===== config.mk =====
export PLATFORM = sky130hd
export DESIGN_NAME = alu_input_loader
export DESIGN_NICKNAME = d
export VERILOG_FILES = /design/src/rtl/alu_pkg.sv /design/src/rtl/alu_input_loader_btn_debouncer.sv /design/src/rtl/alu_input_loader.sv
export SDC_FILE = /design/constraint.sdc
export NUM_CORES = 1
export LEC_CHECK = 0
export ABC_AREA = 1
export CAP_MARGIN = 5
export CORE_AREA = 10 10 82 84
export CTS_CLUSTER_DIAMETER = 80
export DETAILED_ROUTE_END_ITERATION = 7
export DIE_AREA = 0 0 92 94
export DONT_BUFFER_PORTS = 1
export PLACE_DENSITY = 0.52
export SYNTH_ARGS = -nofsm -noshare
export SYNTH_HDL_FRONTEND = slang
export SYNTH_SLANG_ARGS = --single-unit

===== constraint.sdc =====
create_clock -name clk -period 0.94 [get_ports clk]
set_input_delay 0.188 -clock clk [delete_from_list [all_inputs] [get_ports clk]]
set_output_delay 0.188 -clock clk [all_outputs]
set_load 0.02 [all_outputs]

===== src/rtl/alu_pkg.sv =====
// Shared ALU definitions: opcode encodings and default register widths used by the
// operand loader and the ALU it feeds.
package alu_pkg;

    localparam int unsigned NB_OPERANDO_DEF = 8;
    localparam int unsigned NB_OPCODE_DEF   = 6;

    localparam logic [5:0] ADD = 6'b100000;
    localparam logic [5:0] SUB = 6'b100010;
    localparam logic [5:0] AND = 6'b100100;
    localparam logic [5:0] OR  = 6'b100101;
    localparam logic [5:0] XOR = 6'b100110;
    localparam logic [5:0] SRA = 6'b000011;
    localparam logic [5:0] SRL = 6'b000010;
    localparam logic [5:0] NOR = 6'b100111;

endpackage


===== src/rtl/alu_input_loader_btn_debouncer.sv =====
// Push-button conditioner: 2-flop synchroniser, saturating stability counter and a
// combinational pulse on the edge where the debounced level rises.
module btn_debouncer #(
    parameter int unsigned DEBOUNCE_CYCLES = 4,
    parameter int unsigned NB_DEB_CNT      = $clog2(DEBOUNCE_CYCLES)
) (
    input  logic clk,
    input  logic rst,
    input  logic btn_i,
    output logic rise_o
);

    localparam logic [NB_DEB_CNT-1:0] CNT_MAX = NB_DEB_CNT'(DEBOUNCE_CYCLES - 1);

    logic [1:0]            sync_q;
    logic                  level_q, level_d;
    logic [NB_DEB_CNT-1:0] cnt_q, cnt_d;
    logic                  differs;
    logic                  toggle;

    always_ff @(posedge clk) begin
        if (rst) begin
            sync_q  <= '0;
            level_q <= 1'b0;
            cnt_q   <= '0;
        end else begin
            sync_q  <= {sync_q[0], btn_i};
            level_q <= level_d;
            cnt_q   <= cnt_d;
        end
    end

    // The toggle edge is exposed directly so the load happens on the same edge.
    always_comb begin
        differs = (sync_q[1] != level_q);
        toggle  = differs && (cnt_q == CNT_MAX);
        level_d = level_q;
        cnt_d   = '0;
        if (toggle) begin
            level_d = ~level_q;
        end else if (differs) begin
            cnt_d = cnt_q + 1'b1;
        end
        rise_o = toggle & ~level_q;
    end

endmodule


===== src/rtl/alu_input_loader.sv =====
// Latches the switch bank into operand A, operand B and opcode registers on debounced
// button presses; reports load events and when all three registers hold data.
module alu_input_loader
    import alu_pkg::*;
#(
    parameter int unsigned NB_SW           = 8,
    parameter int unsigned NB_OPERANDO     = NB_OPERANDO_DEF,
    parameter int unsigned NB_OPCODE       = NB_OPCODE_DEF,
    parameter int unsigned DEBOUNCE_CYCLES = 4,
    parameter int unsigned NB_DEB_CNT      = $clog2(DEBOUNCE_CYCLES)
) (
    input  logic                   clk,
    input  logic                   rst,
    input  logic [NB_SW-1:0]       sw,
    input  logic                   btn_a,
    input  logic                   btn_b,
    input  logic                   btn_op,
    output logic [NB_OPERANDO-1:0] dato_a,
    output logic [NB_OPERANDO-1:0] dato_b,
    output logic [NB_OPCODE-1:0]   opcode,
    output logic                   load_strobe,
    output logic                   operands_valid
);

    logic [NB_SW-1:0]       sw_meta_q, sw_sync_q;
    logic                   rise_a, rise_b, rise_op;
    logic [NB_OPERANDO-1:0] dato_a_q, dato_a_d;
    logic [NB_OPERANDO-1:0] dato_b_q, dato_b_d;
    logic [NB_OPCODE-1:0]   opcode_q, opcode_d;
    logic [2:0]             loaded_q, loaded_d;
    logic                   strobe_q, strobe_d;

    btn_debouncer #(.DEBOUNCE_CYCLES(DEBOUNCE_CYCLES), .NB_DEB_CNT(NB_DEB_CNT)) u_deb_a (
        .clk(clk), .rst(rst), .btn_i(btn_a), .rise_o(rise_a)
    );
    btn_debouncer #(.DEBOUNCE_CYCLES(DEBOUNCE_CYCLES), .NB_DEB_CNT(NB_DEB_CNT)) u_deb_b (
        .clk(clk), .rst(rst), .btn_i(btn_b), .rise_o(rise_b)
    );
    btn_debouncer #(.DEBOUNCE_CYCLES(DEBOUNCE_CYCLES), .NB_DEB_CNT(NB_DEB_CNT)) u_deb_op (
        .clk(clk), .rst(rst), .btn_i(btn_op), .rise_o(rise_op)
    );

    always_comb begin
        dato_a_d = dato_a_q;
        dato_b_d = dato_b_q;
        opcode_d = opcode_q;
        if (rise_a)  dato_a_d = sw_sync_q[NB_OPERANDO-1:0];
        if (rise_b)  dato_b_d = sw_sync_q[NB_OPERANDO-1:0];
        if (rise_op) opcode_d = sw_sync_q[NB_OPCODE-1:0];
        loaded_d = loaded_q | {rise_op, rise_b, rise_a};
        strobe_d = rise_a | rise_b | rise_op;
    end

    always_ff @(posedge clk) begin
        if (rst) begin
            sw_meta_q <= '0;
            sw_sync_q <= '0;
            dato_a_q  <= '0;
            dato_b_q  <= '0;
            opcode_q  <= '0;
            loaded_q  <= '0;
            strobe_q  <= 1'b0;
        end else begin
            sw_meta_q <= sw;
            sw_sync_q <= sw_meta_q;
            dato_a_q  <= dato_a_d;
            dato_b_q  <= dato_b_d;
            opcode_q  <= opcode_d;
            loaded_q  <= loaded_d;
            strobe_q  <= strobe_d;
        end
    end

    assign dato_a         = dato_a_q;
    assign dato_b         = dato_b_q;
    assign opcode         = opcode_q;
    assign load_strobe    = strobe_q;
    assign operands_valid = &loaded_q;

endmodule

==> flow_summary.yaml <==
run_status:
  outcome: "finished with violations"
  violated_checks: "hold timing, setup timing"
critical_path:
  cell_with_the_largest_stage_delay_on_the_worst_path: "sky130_fd_sc_hd__dfxtp_2"
  arrival_ps: 980
  crit_path_buffers_inverters: 2
  worst-endpoint-required_ps: 750
  path_class: "flip-flop to output port"
  crit_family: "flip-flops"
  crit_path_max_incr_delay_ps: 320
  startpoint_type: "flip-flop"
  crit_path_max_fanout: 2
  end_kind: "output port"
  path_cells: "inv_2 > nor3_2 > buf_4"
synthesis:
  area_leader_netlist: "sky130_fd_sc_hd__dfxtp_1"
  synth.ff_latch_count: 57
  synth_area_per_cell_um2: 8.82
  netlist_top_cells_count: "57 x sky130_fd_sc_hd__dfxtp_1, 32 x sky130_fd_sc_hd__nand2_1, 31 x sky130_fd_sc_hd__inv_1, 29 x sky130_fd_sc_hd__nor2_1, 25 x sky130_fd_sc_hd__a21oi_1"
  yosys-top-cells-area: "sky130_fd_sc_hd__dfxtp_1 57%, sky130_fd_sc_hd__nand4_1 6.9%, sky130_fd_sc_hd__a21oi_1 6.3%"
  synth_nets: 242
  post-synth-top-count-cell: "sky130_fd_sc_hd__dfxtp_1"
  postSynth.asyncResetShare: 0
  synthFlopType: "sky130_fd_sc_hd__dfxtp_1"
  post_synth_inst_count: 226
  synth_largest_type_area_fraction: 0.573
  synth_sequential_area_ratio: 0.573
  number_of_flops_mapped_to_enable_cells_by_yosys: 0
  count_of_warnings_emitted_by_yosys: 0
  yosysUniqueCellTypes: 18
  synthesis.area_um2: 1990
global_route:
  wire_length_of_the_first_global_routing_pass_mm: 8.02
  grt_pass1_vias: 1678
  grt_max_degree: 52
  grt.total_usage: 0.116
  initial_antenna_violation_count: 0
  grt_remaining_overflow: 0
die:
  floorplan.rows: 26
  die_y_um: 94
  design.die.area_um2: 8650
  die_w_um: 92
  fp.coreArea_um2: 5070
  initial_core_util: 0.393
  i_o_pin_total: 37
route:
  dr.pass1.iters: 4
  drt.antenna.violating_nets: 0
  detail_route.drc_violations: 0
  routed_wire_length_per_instance_um: 13.2
  viasPerCell: 4.50
  via_count: 1660
  route.final.wire_length_mm: 4.86
  detail_route.iter0.violations: 112
layout:
  fillCellCount: 479
  finalNonFillerCells: 369
  num-nets-final: 311
  synthToLayoutAreaGrowth_pct: 53.1
  postLayoutCoreUtil: 0.601
  antenna_cells: 0
  drive_gt1_frac: 0.482
power:
  p_sw_frac: 0.211
  power.clock.fraction: 0.440
  leakage_nw: 1.29
  power_switching_mw: 0.987
  combinationalPowerShare: 0.026
  cellInternalPower_mw: 3.69
  max-vdd-ir-drop_mv: 1.42
  power.density_nw_per_um2: 1530
  seqPwrFrac: 0.534
  totalPowerFinal_mw: 4.67
place:
  dpl.hpwl_mm: 2.90
  io_buffer_count: 0
  gp_congestion: 0.779
  placed_cells: 319
cts:
  cts_tree: "built"
  root_buffer: "sky130_fd_sc_hd__clkbuf_8"
  clock_tree.htree_level_count: 3
  max-clock-path-buffers: 2
  hold_buffers: 11
  clock_insertion_delay_worst_skew_ps: 330
  tritoncts.num_buffers: 9
  clk_transition_reported_paths_ps: 60
  clock_sinks: 57
sta:
  setup-violations-final: 41
  post-route-period-util: 1.25
  max_clock_skew_ps: 4.74
  min_cycle_time_layout_ps: 1170
  normalized_max_slew_margin: 0.884
  timing_max_transition_violations_final: 0
  worst-slew-pin-transition_ps: 174
  final_hold_viol_count: 36
  fmax_mhz: 853
  setup_repair_after_global_routing_missed_its_margin: "yes"
  finalHoldWorstSlack_ps: -89.2
  fin_ws_ps: -233
flow_run:
  reported_max_cap_violation_count: 0
hold_path:
  timing.hold.worst.class: "primary input to flip-flop"
-- cells in the final DEF (no fill, tap or decap) --
cell / Yosys / routed
sky130_fd_sc_hd__nand4_1: 22 / 22
sky130_fd_sc_hd__inv_1: 31 / 27
sky130_fd_sc_hd__nand2_2: 0 / 7
sky130_fd_sc_hd__nor3_2: 0 / 1
sky130_fd_sc_hd__inv_2: 2 / 6
sky130_fd_sc_hd__nor2_4: 0 / 3
sky130_fd_sc_hd__dfxtp_2: 0 / 33
sky130_fd_sc_hd__nor2_2: 2 / 3
sky130_fd_sc_hd__buf_6: 4 / 29
sky130_fd_sc_hd__clkinv_2: 0 / 1
sky130_fd_sc_hd__clkinvlp_4: 0 / 1
sky130_fd_sc_hd__nor2_1: 29 / 25
sky130_fd_sc_hd__nand2_1: 32 / 25
sky130_fd_sc_hd__nand3_4: 1 / 4
sky130_fd_sc_hd__dfxtp_4: 0 / 2
sky130_fd_sc_hd__nand3_2: 2 / 2
sky130_fd_sc_hd__clkbuf_8: 0 / 12
sky130_fd_sc_hd__buf_4: 1 / 26
sky130_fd_sc_hd__buf_12: 0 / 2
sky130_fd_sc_hd__clkbuf_1: 0 / 1
sky130_fd_sc_hd__xor2_1: 3 / 3
sky130_fd_sc_hd__ha_4: 0 / 3
sky130_fd_sc_hd__a21oi_1: 25 / 16
sky130_fd_sc_hd__dfxtp_1: 57 / 22
sky130_fd_sc_hd__nand3_1: 4 / 3
sky130_fd_sc_hd__a21oi_2: 0 / 9
sky130_fd_sc_hd__dlygate4sd3_1: 0 / 11
-- metal layers --
metal / vias up / part of all wire / track usage
met4: 0 / 0.021 / 0.0656
met3: 10 / 0.058 / 0.0464
li1: 865 / - / -
met2: 39 / 0.47 / 0.182
met5: - / 0 / 0
met1: 746 / 0.45 / 0.133
-- power groups by stage --
stage	Combinational [mW]	Sequential (mW)	Clock, mW
after floorplan	0.108	2.53	0
after global placement	0.0747	2.54	0
after detailed placement	0.0761	2.55	0
after CTS	0.118	2.50	2.13
after global routing	0.142	2.50	2.23
final	0.123	2.50	2.05
-- worst reg2reg max path, cell delays in order (launching register included) --
cell and delay (ps):
sky130_fd_sc_hd__dfxtp_4 360, sky130_fd_sc_hd__ha_4 190, sky130_fd_sc_hd__buf_6 120, sky130_fd_sc_hd__nand3_4 80, sky130_fd_sc_hd__nand2_1 80, sky130_fd_sc_hd__a21oi_2 120
-- path summary, 6_finish.rpt --
| path | start | cells past startpoint | slack [ps] | end |
|---|---|---|---|---|
| min reg2reg | u_deb_b.sync_q[0] | 2 | 390 | u_deb_b.sync_q[1] |
| max reg2reg | u_deb_b.cnt_q[0] | 5 | -70 | dato_b[7] |
| max | loaded_q[1] | 3 | -230 | operands_valid |
| min | rst | 1 | -90 | dato_a[3] |
-- through the flow --
stage          instance area, µm²  setup WS (ps)  setup TNS (ps)
5_1_grt                      3050           -322           -3370
3_5_place_dp                 2270           -152           -2780
6_report                     3050           -233           -1320
3_3_place_gp                 2270           -156           -2390
2_1_floorplan                2030          0.983               0
4_1_cts                      2940           -266           -1490
-- cell type report --
class | instances | area, µm² | area share
Clock inverter | 2 | 12.5 | 0.00410
Inverter | 33 | 124 | 0.0406
Sequential cell | 57 | 1190 | 0.390
Tap cell | 70 | 87.6 | 0.0287
Multi-Input combinational cell | 126 | 797 | 0.261
Clock buffer | 13 | 169 | 0.0554
Timing Repair Buffer | 68 | 672 | 0.220
-- timing repair --
item | 4_1_cts | 5_1_grt
setup endpoints to repair | 58 | 54
setup buffers | 13 | 8
hold endpoints to repair | 53 | 36
resized for setup | 77 | 22
pin swaps | 41 | 20
gates cloned | 3 | 0
-- flip-flops by register name, summed over array words and instances (netlist names), 3 cells and up --
signal	count
dato_b	8
sw_meta_q	8
opcode	6
dato_a	8
loaded_q	3
sw_sync_q	8
-- kinds of logic (layout without fill, tap and decap cells) --
kind of cell	count (synthesis)	in the layout	synth area share
AOI/OAI and AO/OA	25	25	0.0628
adders and majority gates	3	3	0.0188
and+or+nand+nor	93	95	0.222
xor gates and xnor gates	3	3	0.0132
DFF	57	57	0.573
buffers and inverters	45	116	0.111
Note: power is estimated with default switching activity, not from simulation.
